<file path="src/rtl/enc4to2_seq.sv">
// enc4to2_seq: registered 4-to-2 request encoder with a valid/ready output.
// Request pulses on A are merged into a sticky pending set and handed out
// one 2-bit code per transfer. Re-requesting a bit that is still pending
// produces a one-cycle DROP pulse, because the duplicate is merged.
// Optional feature macro: ROUND_ROBIN_EN (rotating priority). When it is
// undefined, the highest pending index wins.
module enc4to2_seq #(
  parameter int N = 4,
  parameter int W = 2
) (
  input  logic         clk,
  input  logic         rst_n,
  input  logic         E,
  input  logic [N-1:0] A,
  output logic [W-1:0] Y,
  output logic         V,
  input  logic         R,
  output logic         DROP,
  output logic         BUSY
);

  typedef enum logic {
    IDLE = 1'b0,
    HOLD = 1'b1
  } state_t;

  state_t       state;
  state_t       state_nxt;
  logic [N-1:0] pend;
  logic [N-1:0] pend_nxt;
  logic [N-1:0] cap;
  logic [N-1:0] clr;
  logic         load;
  logic         drop_nxt;
  logic [W-1:0] win;

  // Fixed priority: the highest set index wins.
  function automatic logic [W-1:0] sel_fixed(input logic [N-1:0] p);
    logic [W-1:0] idx;
    idx = '0;
    for (int i = 0; i < N; i++) begin
      if (p[i]) idx = i[W-1:0];
    end
    return idx;
  endfunction

  // Rotating priority: search upward from last+1, wrapping, with last checked last.
  function automatic logic [W-1:0] sel_rr(input logic [N-1:0] p, input logic [W-1:0] last);
    logic [W-1:0] idx;
    logic [W-1:0] j;
    logic         found;
    idx   = '0;
    found = 1'b0;
    for (int k = 1; k <= N; k++) begin
      j = last + k[W-1:0];
      if (!found && p[j]) begin
        idx   = j;
        found = 1'b1;
      end
    end
    return idx;
  endfunction

  // Binary index to the one-hot bit that is cleared from the pending set.
  function automatic logic [N-1:0] onehot(input logic [W-1:0] idx);
    logic [N-1:0] o;
    o      = '0;
    o[idx] = 1'b1;
    return o;
  endfunction

`ifdef ROUND_ROBIN_EN
  logic [W-1:0] last;

  // Last-granted pointer; starts at N-1 so that index 0 is searched first.
  always_ff @(posedge clk) begin
    if (!rst_n) begin
      last <= W'(N - 1);
    end else if (load) begin
      last <= win;
    end
  end

  assign win = sel_rr(pend, last);
`else
  assign win = sel_fixed(pend);
`endif

  // Next state, grant/clear decision, capture and duplicate detection.
  always_comb begin
    state_nxt = state;
    load      = 1'b0;
    case (state)
      IDLE: begin
        if (|pend) begin
          load      = 1'b1;
          state_nxt = HOLD;
        end
      end
      HOLD: begin
        if (R) begin
          if (|pend) begin
            load = 1'b1;
          end else begin
            state_nxt = IDLE;
          end
        end
      end
      default: state_nxt = IDLE;
    endcase
    clr      = load ? onehot(win) : '0;
    cap      = E ? A : '0;
    // Set wins over clear: a new request on the bit being granted stays pending.
    pend_nxt = (pend & ~clr) | cap;
    drop_nxt = |(cap & pend & ~clr);
  end

  // State, pending set, output code and the DROP pulse register.
  always_ff @(posedge clk) begin
    if (!rst_n) begin
      state <= IDLE;
      pend  <= '0;
      Y     <= '0;
      DROP  <= 1'b0;
    end else begin
      state <= state_nxt;
      pend  <= pend_nxt;
      DROP  <= drop_nxt;
      if (load) begin
        Y <= win;
      end
    end
  end

  assign V    = (state == HOLD);
  assign BUSY = (|pend) | V;

endmodule
</file>
<file path="config.mk">
export PLATFORM = sky130hd
export DESIGN_NAME = enc4to2_seq
export DESIGN_NICKNAME = d
export VERILOG_FILES = /design/src/rtl/enc4to2_seq.sv
export SDC_FILE = /design/constraint.sdc
export NUM_CORES = 1
export LEC_CHECK = 0
export BUFFER_PORTS_ARGS = -buffer_cell sky130_fd_sc_hd__buf_4
export CORE_AREA = 2 2 39 41
export CTS_BUF_LIST = sky130_fd_sc_hd__clkbuf_16
export CTS_CLUSTER_DIAMETER = 60
export DETAILED_ROUTE_END_ITERATION = 16
export DIE_AREA = 0 0 41 43
export GPL_TIMING_DRIVEN = 0
export SYNTH_ARGS = -nofsm -noshare
export SYNTH_HDL_FRONTEND = slang
export SYNTH_SLANG_ARGS = --single-unit
</file>
<file path="constraint.sdc">
create_clock -name clk -period 2.1 [get_ports clk]
set_input_delay 0.315 -clock clk [delete_from_list [all_inputs] [get_ports clk]]
set_output_delay 0.315 -clock clk [all_outputs]
set_load 0.03 [all_outputs]
</file>
==> impl_metrics.toml <==
[yosys]
syn_avg_cell_area_um2 = 9.76
synthesis.area_um2 = 390
ys_ff_latch = 8
ys_seq_area_share_pct = 41.0
synthesis.nets = 48
yosysWarnings = 0
netlist-cell-type-count = 18
syn_inst = 40

[timing]
grt_setup_unrepaired = "false"
finalSetupTns_ns = 0
finalSetupViolations = 0
fin_crit_sh_pct = 76.3
timing.slew.headroom_pct = 74.3
fin_ws_ns = 0.497
fmax_mhz = 624
tightest_slew_ns = 0.380
final.min_clock_period_ns = 1.60
hold_slack_ns = 0.349
hold_viol_final = 0
slew_violations = 0
final.setup_skew_ns = 0.00102

[floorplanning]
die_h_um = 43
rows = 14
pin_count = 13
start_util_pct = 28.2
die_w_um = 41
dieArea_mm2 = 0.00176
core_mm2 = 0.00138

[route]
ant_nets = 0
drc = 0
wire_per_inst_um = 11.7
wl_um = 829
avgViaCountPerCell = 4.94
drtIter0Drc = 6
via_count = 351
first_pass_iters = 3

[power_and_ir_drop]
p_per_area_mw_per_mm2 = 991
ir_worst_vdd_uv = 298
power_leakage_uw = 0.000232

[setup_path]
start_kind = "flip-flop"
critical_path_class = "reg -> out"
cp_max_fo = 10
worst_setup_path_end_kind = "primary output"
worstPathRequired_ns = 1.78
worst_ep_arrival_time_ns = 1.29

[status]
outcome = "finished, final reports clean"

[cts]
clock_path_buffers = 2
clk_latency_ns = 0.23
cts_repair_resize_count = 0
cts_setup_buffers = 0
clkTransAtPathRegs_ns = 0.04
cts_buffers = 3
htreeDepth = 1
ctsHoldBuffers = 0
cts-root-buf = "clkbuf_16"
cts_sinks = 8
tritoncts = "built"

[placed_design]
routabilityCongestion = 0.744
post-place-ws_ns = 0.726
portBuffers = 12

[global_routing]
first_global_vias = 318
antenna_found_initial = 0
grt_max_degree = 11
gr-total-overflow = 0
grt_pass1_wl_mm = 1.36
track_usage_pct = 12.2

[flow_run]
cap_violations = 0

[layout]
drive_gt1_share_pct = 36.4
area_delta_synth_final_pct = 47.4
nets = 65
diodes = 0

[worst_hold_path]
hp-class = "in -> reg"
[where the power goes]
part / internal [uW] / total, uW / switching (uW)
sequential: 162 / 171 / 8.99
combinational: 37.0 / 78.1 / 41.0
clock: 246 / 321 / 75.7
[cells in the final DEF (no fill, tap or decap), types with 2 or more instances in the layout]
cell type | Yosys | layout
o211ai_1 | 2 | 2
buf_4 | 0 | 12
o31ai_1 | 2 | 2
o21ai_0 | 5 | 5
nand2_1 | 4 | 4
a21boi_0 | 4 | 4
clkbuf_16 | 0 | 3
nor2b_1 | 3 | 3
dfxtp_1 | 8 | 8
nand2b_1 | 2 | 2
[logic make-up after synthesis]
kind of cell	Yosys count	synth area share [%]
AO/OA/AOI/OAI	18	33.3
AND/OR/NAND/NOR	12	21.5
flip-flops	8	41.0
buffers and inverters	2	4.17
[metrics by stage]
stage               power [uW]  std cells  util, %  instance area, um^2
global placement           252         68     36.2                  500
finish                     570         71     41.6                  576
CTS                        578         71     41.6                  576
floorplan                  220         40        -                  390
global route               594         71     41.6                  576
detailed placement         252         68     36.2                  500
[layer usage]
layer | track usage (%) | wire length, um | up-vias
li1 | - | - | 180
met1 | 14.2 | 373 | 159
met2 | 15.6 | 404 | 8
met3 | 4.71 | 31 | 4
met4 | 12.0 | 21 | 0
met5 | 0 | 0 | -
[flip-flops by register name, indices dropped and copies added, names as in the netlist]
signal  count
pend        4
DROP        1
V           1
Y           2
[critical path, cell delays in order, from the launching register on]
cell	delay, ns
dfxtp_1	0.30
buf_6	0.13
nor4_4	0.36
nand2b_1	0.09
buf_4	0.17
[synth_stat cells, drive strengths merged]
library cell,n,share of area [%]
o311ai,1,2.2
buf,2,4.2
a22oi,1,1.9
a21boi,5,9.6
o211ai,3,7.0
nand3,1,1.3
nand2b,2,3.2
dfxtp,8,41
a41oi,1,2.2
o31ai,2,3.8
nor2b,3,4.8
nand2,4,3.8
nor4,1,5.4
o21ai,5,6.4
or3,1,2.9
[path summary, 6_finish.rpt]
path / startpoint / end / slack, ns / cells past startpoint
setup / recovery: pend[3] / BUSY / 0.50 / 4
hold / removal: E / DROP / 0.35 / 3
setup reg to reg: pend[3] / DROP / 0.85 / 4
hold reg to reg: Y[1] / Y[1] / 0.48 / 2
[cell type report]
class,instances,area (um^2)
Tap cell,16,20.0
Sequential cell,8,160
Buffer,2,16.3
Fill cell,142,808
Timing Repair Buffer,12,90.1
Clock buffer,3,75.1
Multi-Input combinational cell,30,214
Power figures use the tool's default switching activity.
